===== config.mk =====
export PLATFORM = sky130hd
export DESIGN_NAME = rx_demux
export DESIGN_NICKNAME = d
export VERILOG_FILES = /design/src/rtl/rx_demux.sv
export SDC_FILE = /design/constraint.sdc
export NUM_CORES = 1
export LEC_CHECK = 0
export BUFFER_PORTS_ARGS = -buffer_cell sky130_fd_sc_hd__buf_2
export CAP_MARGIN = 10
export CORE_MARGIN = 4
export CORE_UTILIZATION = 45
export CTS_BUF_LIST = sky130_fd_sc_hd__clkbuf_4 sky130_fd_sc_hd__clkbuf_8
export CTS_CLUSTER_SIZE = 14
export DETAILED_ROUTE_END_ITERATION = 10
export MAX_ROUTING_LAYER = met4
export PLACE_DENSITY = 0.65
export SYNTH_ARGS = -nofsm -noshare
export SYNTH_HDL_FRONTEND = slang
export SYNTH_SLANG_ARGS = --single-unit

===== constraint.sdc =====
create_clock -name clk -period 3.2 [get_ports clk]
set_input_delay 0.32 -clock clk [delete_from_list [all_inputs] [get_ports clk]]
set_output_delay 0.32 -clock clk [all_outputs]
set_load 0.01 [all_outputs]

===== src/rtl/rx_demux.sv =====
`default_nettype none
// ============================================================================
// Module      : rx_demux
// Description : Receive-side symbol demultiplexer. Classifies each incoming
//               byte (data or control symbol), acquires symbol lock on the
//               first COM, frames TLP/DLLP packets between STP/SDP and
//               END/EDB, strips skip ordered sets, and reports payload bytes,
//               packet events, framing errors and saturating statistics.
//               Every output is registered: a byte sampled at edge N is
//               reflected on the outputs right after edge N.
// Ports       : clk, rst (sync, active-high), enb (clock enable)
//               rx_multiplexada[7:0] / rx_ValidS : incoming byte / 1 = data
//               rx_DataS[7:0], rx_data_valid     : payload byte stream
//               symbol_code[3:0]                 : class of last byte
//               locked                           : symbol lock achieved
//               pkt_start/pkt_end/pkt_abort/err_framing : 1-cycle pulses
//               pkt_len[10:0]                    : length of last packet
//               skp_cnt[7:0], err_cnt[7:0]       : saturating counters
// Revision    : 1.0 - initial release
// ============================================================================
module rx_demux #(
    parameter logic [7:0] COM    = 8'hBC,
    parameter logic [7:0] SKP    = 8'h1C,
    parameter logic [7:0] STP    = 8'hFB,
    parameter logic [7:0] SDP    = 8'h5C,
    parameter logic [7:0] END_OK = 8'hFD,
    parameter logic [7:0] EDB    = 8'hFE,
    parameter logic [7:0] FTS    = 8'h3C,
    parameter logic [7:0] IDLE   = 8'h7C
) (
    input  logic        clk,
    input  logic        rst,
    input  logic        enb,
    input  logic [7:0]  rx_multiplexada,
    input  logic        rx_ValidS,
    output logic [7:0]  rx_DataS,
    output logic        rx_data_valid,
    output logic [3:0]  symbol_code,
    output logic        locked,
    output logic        pkt_start,
    output logic        pkt_end,
    output logic        pkt_abort,
    output logic        err_framing,
    output logic [10:0] pkt_len,
    output logic [7:0]  skp_cnt,
    output logic [7:0]  err_cnt
);

    // Symbol classes reported on symbol_code
    localparam logic [3:0] c_code_data = 4'd0;
    localparam logic [3:0] c_code_com  = 4'd1;
    localparam logic [3:0] c_code_skp  = 4'd2;
    localparam logic [3:0] c_code_stp  = 4'd3;
    localparam logic [3:0] c_code_sdp  = 4'd4;
    localparam logic [3:0] c_code_end  = 4'd5;
    localparam logic [3:0] c_code_edb  = 4'd6;
    localparam logic [3:0] c_code_fts  = 4'd7;
    localparam logic [3:0] c_code_idle = 4'd8;
    localparam logic [3:0] c_code_unk  = 4'd15;

    // Framing state machine encoding
    localparam logic [1:0] c_st_unlocked = 2'd0;
    localparam logic [1:0] c_st_idle     = 2'd1;
    localparam logic [1:0] c_st_tlp      = 2'd2;
    localparam logic [1:0] c_st_dllp     = 2'd3;

    localparam logic [10:0] c_len_max = 11'd2047;
    localparam logic [7:0]  c_cnt_max = 8'd255;

    logic [1:0]  r_state;
    logic [1:0]  w_next_state;
    logic        r_com_pend;
    logic [10:0] r_len;

    logic [7:0]  r_data;
    logic        r_data_valid;
    logic [3:0]  r_code;
    logic        r_pkt_start;
    logic        r_pkt_end;
    logic        r_pkt_abort;
    logic        r_err;
    logic [10:0] r_pkt_len;
    logic [7:0]  r_skp_cnt;
    logic [7:0]  r_err_cnt;

    logic [3:0]  w_code;
    logic        w_is_data;
    logic        w_in_pkt;
    logic        w_payload;
    logic        w_start;
    logic        w_end;
    logic        w_abort;
    logic        w_err;
    logic        w_len_clr;
    logic        w_com_pend_nxt;
    logic        w_skp;

    assign w_is_data = rx_ValidS;
    assign w_in_pkt  = (r_state == c_st_tlp) || (r_state == c_st_dllp);

    // ------------------------------------------------------------------
    // Byte classification
    // ------------------------------------------------------------------
    always_comb begin
        w_code = c_code_data;
        if (!rx_ValidS) begin
            if (rx_multiplexada == COM)         w_code = c_code_com;
            else if (rx_multiplexada == SKP)    w_code = c_code_skp;
            else if (rx_multiplexada == STP)    w_code = c_code_stp;
            else if (rx_multiplexada == SDP)    w_code = c_code_sdp;
            else if (rx_multiplexada == END_OK) w_code = c_code_end;
            else if (rx_multiplexada == EDB)    w_code = c_code_edb;
            else if (rx_multiplexada == FTS)    w_code = c_code_fts;
            else if (rx_multiplexada == IDLE)   w_code = c_code_idle;
            else                                w_code = c_code_unk;
        end
    end

    // ------------------------------------------------------------------
    // State register
    // ------------------------------------------------------------------
    always_ff @(posedge clk) begin
        if (rst) begin
            r_state <= c_st_unlocked;
        end else if (enb) begin
            r_state <= w_next_state;
        end
    end

    // ------------------------------------------------------------------
    // Next-state logic
    // ------------------------------------------------------------------
    always_comb begin
        w_next_state = r_state;
        case (r_state)
            c_st_unlocked: begin
                if (w_code == c_code_com) w_next_state = c_st_idle;
            end
            c_st_idle: begin
                if (w_code == c_code_stp)      w_next_state = c_st_tlp;
                else if (w_code == c_code_sdp) w_next_state = c_st_dllp;
            end
            default: begin
                if (!w_is_data) begin
                    // A COM inside a packet must be followed by SKP; any other
                    // control symbol breaks the ordered set and kills the packet,
                    // even a STP/SDP that would otherwise restart framing.
                    if (r_com_pend && (w_code != c_code_skp)) begin
                        w_next_state = c_st_idle;
                    end else begin
                        case (w_code)
                            c_code_com, c_code_skp: w_next_state = r_state;
                            c_code_stp:             w_next_state = c_st_tlp;
                            c_code_sdp:             w_next_state = c_st_dllp;
                            default:                w_next_state = c_st_idle;
                        endcase
                    end
                end
            end
        endcase
    end

    // ------------------------------------------------------------------
    // Output / event decode
    // ------------------------------------------------------------------
    always_comb begin
        w_payload      = 1'b0;
        w_start        = 1'b0;
        w_end          = 1'b0;
        w_abort        = 1'b0;
        w_err          = 1'b0;
        w_len_clr      = 1'b0;
        w_com_pend_nxt = r_com_pend;
        case (r_state)
            c_st_unlocked: begin
                w_com_pend_nxt = 1'b0;
            end
            c_st_idle: begin
                w_com_pend_nxt = 1'b0;
                if (w_is_data) begin
                    // Data-path IDLE bytes are line filler between packets
                    w_err = (rx_multiplexada != IDLE);
                end else begin
                    case (w_code)
                        c_code_stp, c_code_sdp: begin
                            w_start   = 1'b1;
                            w_len_clr = 1'b1;
                        end
                        c_code_com, c_code_skp, c_code_fts, c_code_idle: ;
                        default: w_err = 1'b1;
                    endcase
                end
            end
            default: begin
                w_com_pend_nxt = 1'b0;
                if (w_is_data) begin
                    w_payload = 1'b1;
                end else if (r_com_pend && (w_code != c_code_skp)) begin
                    w_err   = 1'b1;
                    w_abort = 1'b1;
                end else begin
                    case (w_code)
                        c_code_com: w_com_pend_nxt = 1'b1;
                        c_code_skp: ;
                        c_code_end: w_end = 1'b1;
                        c_code_edb: w_abort = 1'b1;
                        c_code_stp, c_code_sdp: begin
                            w_err     = 1'b1;
                            w_abort   = 1'b1;
                            w_start   = 1'b1;
                            w_len_clr = 1'b1;
                        end
                        default: begin
                            w_err   = 1'b1;
                            w_abort = 1'b1;
                        end
                    endcase
                end
            end
        endcase
    end

    assign w_skp = (r_state != c_st_unlocked) && (w_code == c_code_skp);

    // ------------------------------------------------------------------
    // Datapath, counters and registered outputs
    // ------------------------------------------------------------------
    always_ff @(posedge clk) begin
        if (rst) begin
            r_com_pend   <= 1'b0;
            r_len        <= 11'd0;
            r_data       <= 8'd0;
            r_data_valid <= 1'b0;
            r_code       <= c_code_data;
            r_pkt_start  <= 1'b0;
            r_pkt_end    <= 1'b0;
            r_pkt_abort  <= 1'b0;
            r_err        <= 1'b0;
            r_pkt_len    <= 11'd0;
            r_skp_cnt    <= 8'd0;
            r_err_cnt    <= 8'd0;
        end else if (enb) begin
            r_com_pend   <= w_com_pend_nxt;
            r_code       <= w_code;
            r_data_valid <= w_payload;
            r_pkt_start  <= w_start;
            r_pkt_end    <= w_end;
            r_pkt_abort  <= w_abort;
            r_err        <= w_err;
            if (w_payload) begin
                r_data <= rx_multiplexada;
            end
            // Length of the finishing packet is captured before a restart
            // (STP/SDP mid-packet) clears the running count.
            if (w_end || w_abort) begin
                r_pkt_len <= r_len;
            end
            if (w_len_clr) begin
                r_len <= 11'd0;
            end else if (w_payload && (r_len != c_len_max)) begin
                r_len <= r_len + 11'd1;
            end
            if (w_skp && (r_skp_cnt != c_cnt_max)) begin
                r_skp_cnt <= r_skp_cnt + 8'd1;
            end
            if (w_err && (r_err_cnt != c_cnt_max)) begin
                r_err_cnt <= r_err_cnt + 8'd1;
            end
        end else begin
            r_data_valid <= 1'b0;
            r_pkt_start  <= 1'b0;
            r_pkt_end    <= 1'b0;
            r_pkt_abort  <= 1'b0;
            r_err        <= 1'b0;
        end
    end

    assign rx_DataS      = r_data;
    assign rx_data_valid = r_data_valid;
    assign symbol_code   = r_code;
    assign locked        = w_in_pkt || (r_state == c_st_idle);
    assign pkt_start     = r_pkt_start;
    assign pkt_end       = r_pkt_end;
    assign pkt_abort     = r_pkt_abort;
    assign err_framing   = r_err;
    assign pkt_len       = r_pkt_len;
    assign skp_cnt       = r_skp_cnt;
    assign err_cnt       = r_err_cnt;

endmodule
`default_nettype wire


== Yosys cells after proc, flatten, opt, wreduce, memory -nomap -nowiden ==
Index checks and enable logic that the tools add are counted.

* Input port bits: 12
* Register bits: 58

* Add/subtract/negate cells: 3
* Multiplexer cells: 43
* Reductions and logical operators: 24
* Eq/ne operators: 28
* Bitwise gates (word level): 1

{| class="wikitable"
|+ Operators with widths
! operator !! count
|-
| $eq A8 B8 Y1 const B || 4
|-
| $mux W4 || 8
|-
| $mux W1 || 23
|-
| $mux W11 || 2
|-
| $add A8 B1 Y8 const B || 2
|-
| $eq A4 B3 Y1 const B || 4
|-
| $eq A8 B7 Y1 const B || 2
|-
| $ne A8 B8 Y1 const B || 2
|-
| $add A11 B1 Y11 const B || 1
|-
| $ne A11 B11 Y1 const B || 1
|-
| $mux W2 || 5
|-
| $reduce_and A2 Y1 || 5
|-
| $eq A4 B2 Y1 const B || 2
|-
| $eq A8 B5 Y1 const B || 1
|-
| $eq A8 B6 Y1 const B || 1
|-
| $ne A8 B7 Y1 const B || 1
|-
| $reduce_or A2 Y1 || 4
|-
| $pmux W2 S3 || 1
|-
| $reduce_or A6 Y1 || 1
|-
| $logic_and A1 B1 Y1 || 5
|-
| $reduce_and A5 Y1 || 1
|-
| $eq A2 B2 Y1 const B || 2
|-
| $eq A4 B1 Y1 const B || 1
|-
| $eq A4 B4 Y1 const B || 1
|-
| other kinds (15) || 19
|}

== Logic depth before layout (Yosys ltp) ==
Gate-level depths: netlist (run 1).

* Depth in word-level cells: 18
* Depth in mapped cells: 11
* Depth with buffers taken out: 8

== Worst setup path before layout (run 1) ==
No wires, ideal clock.

* Path type: input -> register
* From: input rx_multiplexada[0]
* To: register r_err_cnt[5] (netlist: err_cnt[5])
* Data arrival time: 2.361 ns
* Stages on the path: 11
* Path slack: 0.718 ns
* Path buffers: 3
* Data required time: 3.079 ns
* Cells stage by stage: buf_6 > or2_0 > clkbuf_2 > o31a_1 > or4_1 > a22oi_2 > nand3b_4 > a21oi_2 > buf_6 > nand4_1 > mux2_2

* Word-level cells in the longest chain between the ends: 18
* Elaborated cells between the ends (all ways): 38

{| class="wikitable"
|+ Ends and longest elaborated chain
! what !! RTL line !! text
|-
| start, declared || 34 || <nowiki>input logic [7:0] rx_multiplexada,</nowiki>
|-
| $eq A8 B7 Y1 || 114 || <nowiki>else if (rx_multiplexada == IDLE) w_code = c_code_idle;</nowiki>
|-
| $mux W3 || 114 ||
|-
| $mux W4 || 113 || <nowiki>else if (rx_multiplexada == FTS) w_code = c_code_fts;</nowiki>
|-
| $mux W4 || 112 || <nowiki>else if (rx_multiplexada == EDB) w_code = c_code_edb;</nowiki>
|-
| $mux W4 || 111 || <nowiki>else if (rx_multiplexada == END_OK) w_code = c_code_end;</nowiki>
|-
| $mux W4 || 110 || <nowiki>else if (rx_multiplexada == SDP) w_code = c_code_sdp;</nowiki>
|-
| $mux W4 || 109 || <nowiki>else if (rx_multiplexada == STP) w_code = c_code_stp;</nowiki>
|-
| $mux W4 || 108 || <nowiki>else if (rx_multiplexada == SKP) w_code = c_code_skp;</nowiki>
|-
| [2 not listed] || - ||
|-
| $eq A4 B1 Y1, or another cell as far along || 184, 202 ||
|-
| $reduce_or A4 Y1 (no source line) || - ||
|-
| $mux W1 || 202 || <nowiki>case (w_code)</nowiki>
|-
| $mux W1 || 198 || <nowiki>end else if (r_com_pend && (w_code != c_code_skp)) begin</nowiki>
|-
| $mux W1 || 196 || <nowiki>if (w_is_data) begin</nowiki>
|-
| $pmux W1 S2 * || 174 || <nowiki>case (r_state)</nowiki>
|-
| $logic_and A1 B1 Y1 * || 266 || <nowiki>if (w_err && (r_err_cnt != c_cnt_max)) begin</nowiki>
|-
| $reduce_and A2 Y1 (no source line) * || - ||
|-
| end signal, assigned || 267 || <nowiki>r_err_cnt <= r_err_cnt + 8'd1;</nowiki>
|-
| end, declared || 84 || <nowiki>logic [7:0] r_err_cnt;</nowiki>
|}

Mark *: on every way between the ends. The rest lies on a longest branch, timed or not.
A chain may end at the register's enable or synchronous reset.

== Worst setup path in the final report (run 1) ==
* From: input rx_multiplexada[1]
* To: register r_len[7]

* Word-level cells in the longest chain between the ends: 18
* Elaborated cells between the ends (all ways): 30

{| class="wikitable"
|+ Ends and longest elaborated chain
! what !! RTL line !! text
|-
| $eq A8 B7 Y1 || 114 ||
|-
| $mux W3 || 114 ||
|-
| $mux W4 || 113 ||
|-
| $mux W4 || 112 ||
|-
| $mux W4 || 111 ||
|-
| $mux W4 || 110 ||
|-
| $mux W4 || 109 ||
|-
| $mux W4 || 108 ||
|-
| [2 not listed] || - ||
|-
| $eq A4 B2 Y1 or $eq A4 B3 Y1 (tied branches) || 184, 202 ||
|-
| $reduce_or A2 Y1 || 184, 202 ||
|-
| $mux W1 || 184, 202 ||
|-
| $mux W1 || 198 ||
|-
| $mux W1 || 196 ||
|-
| $pmux W1 S2 * || 174 ||
|-
| $reduce_bool A2 Y1 (no source line) || - ||
|-
| $reduce_and A2 Y1 (no source line) || - ||
|-
| end signal, assigned || 261 || <nowiki>r_len <= r_len + 11'd1;</nowiki>
|-
| end, declared || 73 || <nowiki>logic [10:0] r_len;</nowiki>
|}

Marked as above.

==> impl_metrics.toml, run 1 <==
[setup_path]
rr_worst_depth = 6
timing.rr.end = "r_len[7]"
rrSetupSlack_ns = 0.79
critical_path_class = "primary input to flip-flop"
crit_fanout = 9
reg2reg_from = "r_state[1]"
startpoint_type = "primary input"
crit_path_end_kind = "flip-flop"
cp.required_ns = 3.41
arrival_ns = 2.65

[clocking]
clockBufferDepth = 2
cts_hold_buf = 0
cts_tree = "built"
cts_sinks = 58
htreeDepth = 3
postCtsSetupBuffers = 0
clk_pin_slew_ns = 0.06
cts_buffers = 9
clk_latency_ns = 0.33
clockRootBuffer = "clkbuf_8"
cts_resized = 0

[drt]
drc = 0
first_pass_iters = 4
ant_nets = 0
wl_per_cell_um = 13.8
drt-initial-drc-count = 142
finalWirelength_mm = 6.07
num_vias = 2378
routed_via_density = 5.39

[flow_run]
maxCapViolations = 0

[hold_path]
whs_path_depth = 3
hp-class = "primary input to flip-flop"
hold_path_startpoint = "rx_multiplexada[7]"
hold_end = "rx_DataS[7]"

[die]
die_area_um2 = 7280
core-area_um2 = 5640
pin_count = 57
start_util_pct = 47.7
die_h_um = 85.3
rows = 27
die_x_um = 85.3

[cells_and_area]
n_antenna_cell = 0
fillers = 513
synthToLayoutAreaGrowth_pct = 18.0
fin_nets = 383
final_layout_size_suffix_gt1_share_pct = 23.3
final_core_util_pct = 56.2
multi_input_comb_area_um2 = 1410
seqCellArea_um2 = 1160

[logic_synthesis]
synth_edf_count = 0
synth-async-reset-ratio_pct = 0
yosysMostFrequentCell = "dfxtp_1"
synth_cells = 313
synthTopCellsByCount = "dfxtp_1 (58), nor2_1 (51), nand2_1 (32)"
synth_area_per_cell_um2 = 8.59
ys_top_cells_by_area = "dfxtp_1 (43%), nor2_1 (7.1%), mux2i_1 (4.8%), nand2_1 (4.5%), a21oi_1 (4.3%)"
synth_cell_types = 55
ys_seq_area_share_pct = 43.2
yosys_warnings = 0
synth_area_um2 = 2690
ys_ff_latch = 58
synth_top_area_cell = "dfxtp_1"
yosysTopAreaCellShare_pct = 43.2
synth_fp_nets = 328
synthFlopType = "dfxtp_1"

[sta]
fin_crit_ns = 2.45
setup_tns_ns = 0
fmax_mhz = 409
slew_viol_final = 0
slew_headroom_pct = 49.6
setup_viol = 0
hold_viol_final = 0
final.period_utilization_pct = 76.5
clock-skew-final_ns = 0.00515
rsz0062_at_grt = "false"
max_slew.worst_pin.slew_ns = 0.756

[power_and_ir_drop]
leakagePower_nw = 1.32
pwr_density_cell_nw_per_um2 = 454
peakVddDrop_mv = 0.324
power.total_mw = 1.44

[placement]
dp_hpwl_mm = 4.35
portBuffers = 56
place_congestion = 0.865

[outcome]
outcome = "finished clean"

[global_routing]
grt_pass1_vias = 2138
grt-ovfl-total = 0
track_usage_pct = 17.6
antenna_found_initial = 0
grt_first_pass_wirelength_mm = 9.91
grt_max_degree = 42
==> kinds of logic (layout without fill, tap and decap cells) <==
family	count (synthesis)	after routing	share of synthesized area [%]
AND/OR/NAND/NOR	147	147	26.8
flip-flops	58	58	43.2
AO/OA/AOI/OAI	49	49	13.0
buffers and inverters	24	80	4.33
XOR/XNOR	16	16	5.21
multiplexers	16	16	6.09
adder cells (fa/ha/maj)	3	3	1.40
==> per-layer routing <==
| metal | global-route usage, % | up-vias | part of all wire [%] | routed length (um) |
|---|---|---|---|---|
| met1 | 22.1 | 1104 | 47 | 2860 |
| met4 | 4.75 | 0 | 1.2 | 70 |
| met5 | - | - | 0 | 0 |
| li1 | - | 1203 | - | - |
| met2 | 26.0 | 64 | 45 | 2710 |
| met3 | 7.18 | 7 | 7.1 | 428 |
==> where the power goes <==
group          internal [mW]  total, mW  switching (mW)
registers              0.728      0.732         0.00374
clock network          0.359      0.616           0.257
logic                 0.0319     0.0932          0.0613
==> worst max path at each step <==
stage	cells past startpoint	to	slack (ns)	from
finish	8	r_len[7]	0.75	rx_multiplexada[1]
global route	6	r_len[7]	0.56	r_state[1]
CTS	8	r_len[7]	0.79	rx_multiplexada[1]
detailed placement	8	r_len[7]	0.44	rx_multiplexada[1]
global placement	8	r_len[6]	0.53	rx_multiplexada[1]
floorplan	11	err_cnt[5]	0.72	rx_multiplexada[0]
==> worst max-delay path, stage by stage <==
cell      delay [ns]
buf_2           0.14
nand4b_1        0.30
nor4_1          0.56
nor3_2          0.19
or3_1           0.43
a211o_1         0.32
nand2b_1        0.30
nor2_1          0.09
==> layout make-up <==
class | count | area share [%]
Clock buffer | 11 | 4.38
Clock inverter | 1 | 0.946
Inverter | 8 | 0.946
Multi-Input combinational cell | 231 | 44.5
Sequential cell | 58 | 36.6
Tap cell | 72 | 2.84
Timing Repair Buffer | 60 | 9.78
==> flip-flops by register name, indices dropped and copies added (netlist names) <==
name / flops
err_cnt: 8
pkt_abort: 1
r_len: 11
err_framing: 1
pkt_end: 1
symbol_code: 4
r_com_pend: 1
rx_data_valid: 1
pkt_len: 11
pkt_start: 1
rx_DataS: 8
r_state: 2
skp_cnt: 8
==> placed cells by master, fill, tap and decap left out, types with 2 or more instances in the layout <==
cell,count
nand4_1,10
buf_4,4
buf_2,56
nand2b_1,5
clkbuf_4,2
mux2i_1,13
and3_1,3
xor2_1,7
ha_1,3
a21oi_1,23
a2bb2oi_1,2
nor2b_1,3
or3_1,3
nand2_1,32
o21ai_0,5
nor3_1,11
a31o_2,3
mux2_2,3
inv_1,8
a41o_1,2
nor4_1,3
clkbuf_8,9
nand3b_1,3
nor2_1,51
xnor2_1,9
dfxtp_1,58
a211oi_1,2
nand3_1,10
==> metrics by stage <==
| step | hold slack, ns | area [um^2] | setup WS (ns) | std cells |
|---|---|---|---|---|
| finish | 0.269 | 3170 | 0.753 | 441 |
| global placement | 0.441 | 3000 | 0.526 | 429 |
| CTS | 0.262 | 3170 | 0.791 | 441 |
| detailed placement | 0.449 | 3000 | 0.440 | 429 |
| floorplan | 0.456 | 2690 | 0.718 | 313 |
| global route | 0.256 | 3170 | 0.557 | 441 |
No activity file was read; power rests on OpenSTA's default activity.
==> inputs of run 2 (changes only) <==
==> constraint.sdc (replaced) <==
create_clock -name clk -period 2.36 [get_ports clk]
set_input_delay 0.236 -clock clk [delete_from_list [all_inputs] [get_ports clk]]
set_output_delay 0.236 -clock clk [all_outputs]
set_load 0.01 [all_outputs]
==> impl_metrics.toml, run 2 (synthesis gave the netlist of run 1 again) <==
[setup_path]
cp_slowest_cell = "mux2_2"
cp_top_family = "compound AO/OA/AOI/OAI gates"
crit_path_end_kind = "flip-flop"
crit_buf_inv = 3
critical_path_class = "primary input to flip-flop"
slowest_delay_ns = 0.34
crit_top_cell = "buf_4"
startpoint_type = "primary input"
arrival_ns = 2.36
cp.required_ns = 2.59
cp_cell_sequence = "buf_2 -> nand4b_1 -> buf_4 -> a211oi_1 -> buf_4 -> nor4_1 -> a21oi_1 -> a2bb2oi_1 -> a21oi_2 -> nand4_1 -> mux2_2"
crit_fanout = 6

[global_routing]
antenna_found_initial = 0
grt_first_pass_wirelength_mm = 11.0
grt_pass1_vias = 2394
grt-ovfl-total = 0
grt_max_degree = 29
track_usage_pct = 19.3

[clocking]
cts_hold_buf = 0
clockRootBuffer = "clkbuf_8"
cts_tree = "built"
cts_resized = 0
clockBufferDepth = 2
cts_buffers = 9
postCtsSetupBuffers = 0
clk_pin_slew_ns = 0.07
clk_latency_ns = 0.34
htreeDepth = 3
cts_sinks = 58

[sta]
setup_viol = 0
rsz0062_at_grt = "false"
clock-skew-final_ns = 0.00807
final.period_utilization_pct = 90.3
fin_crit_ns = 2.13
fmax_mhz = 469
hold_viol_final = 0
slew_viol_final = 0
slew_headroom_pct = 55.0
max_slew.worst_pin.slew_ns = 0.673

[power_and_ir_drop]
power.total_mw = 2.26
pwr_density_cell_nw_per_um2 = 658
leakagePower_nw = 1.46
peakVddDrop_mv = 0.383

[cells_and_area]
layout_commonest_cell = "dfxtp_1"
fillers = 506
final_layout_size_suffix_gt1_share_pct = 28.2
fin_nets = 404
fin_area_um2 = 3430
n_antenna_cell = 0
instances_no_fill = 466
final_core_util_pct = 60.8
synthToLayoutAreaGrowth_pct = 27.5
final_cell_mix = "dfxtp_1 (58), buf_2 (56), nor2_1 (51)"

[placement]
place_congestion = 0.847
place_area_um2 = 3190
dp.cells = 450
portBuffers = 56
dp_hpwl_mm = 4.56

[die]
die_area_um2 = 7280
die_x_um = 85.3
die_h_um = 85.3
rows = 27
core-area_um2 = 5640
pin_count = 57
start_util_pct = 47.7

[flow_run]
maxCapViolations = 0

[hold_path]
hp-class = "primary input to flip-flop"

[drt]
drt-initial-drc-count = 49
ant_nets = 0
routed_via_density = 5.28
drc = 0
num_vias = 2459
first_pass_iters = 4
finalWirelength_mm = 6.32
wl_per_cell_um = 13.6

[outcome]
outcome = "finished clean"
-- run 2: final timing paths --
check	to	startpoint	slack, ns	depth (start not counted)
worst max-delay path	err_cnt[4]	rx_multiplexada[1]	0.23	11
worst max register to register	skp_cnt[7]	r_state[1]	0.50	6
worst min-delay path	rx_DataS[0]	rx_multiplexada[0]	0.18	3
worst min register to register	rx_DataS[7]	rx_DataS[7]	0.46	2
-- run 2: metrics by stage --
step	hold WS, ns	setup WS, ns	setup TNS [ns]
finish	0.178	0.229	0
CTS	0.164	0.279	0
floorplan	0.372	-0.0363	-0.0572
global route	0.180	0.0841	0
global placement	0.444	-0.0405	-0.0928
detailed placement	0.446	-0.101	-0.322
-- run 2: report_power, final --
group	total (mW)	switching [mW]	internal, mW
logic	0.148	0.0870	0.0607
clock network	1.12	0.417	0.701
registers	0.991	0.00513	0.986
-- run 2: worst reg2reg max path: stages (launching register included) --
cell and delay [ns]:
dfxtp_1 0.50, or2_1 0.26, o2111ai_1 0.15, nor2_2 0.13, nand4_1 0.24, or3_1 0.37
a21oi_1 0.14
-- run 2: final cells by class --
type / count / area, um^2 / area share (%)
multi-input combinational: 231 / 1420 / 41.3
sequential: 58 / 1160 / 33.8
timing repair buffer: 81 / 493 / 14.4
clock buffer: 9 / 124 / 3.61
clock inverter: 7 / 116 / 3.39
tap: 72 / 90.1 / 2.63
inverter: 8 / 30.0 / 0.875
-- run 2: metal layers --
| metal | part of all wire [%] | vias to the layer above | track usage, % | routed length [um] |
|---|---|---|---|---|
| li1 | - | 1249 | - | - |
| met1 | 48 | 1134 | 24.5 | 3010 |
| met2 | 44 | 67 | 28.0 | 2800 |
| met4 | 1.2 | 0 | 7.34 | 76 |
| met3 | 6.8 | 9 | 6.80 | 428 |
| met5 | 0 | - | - | 0 |
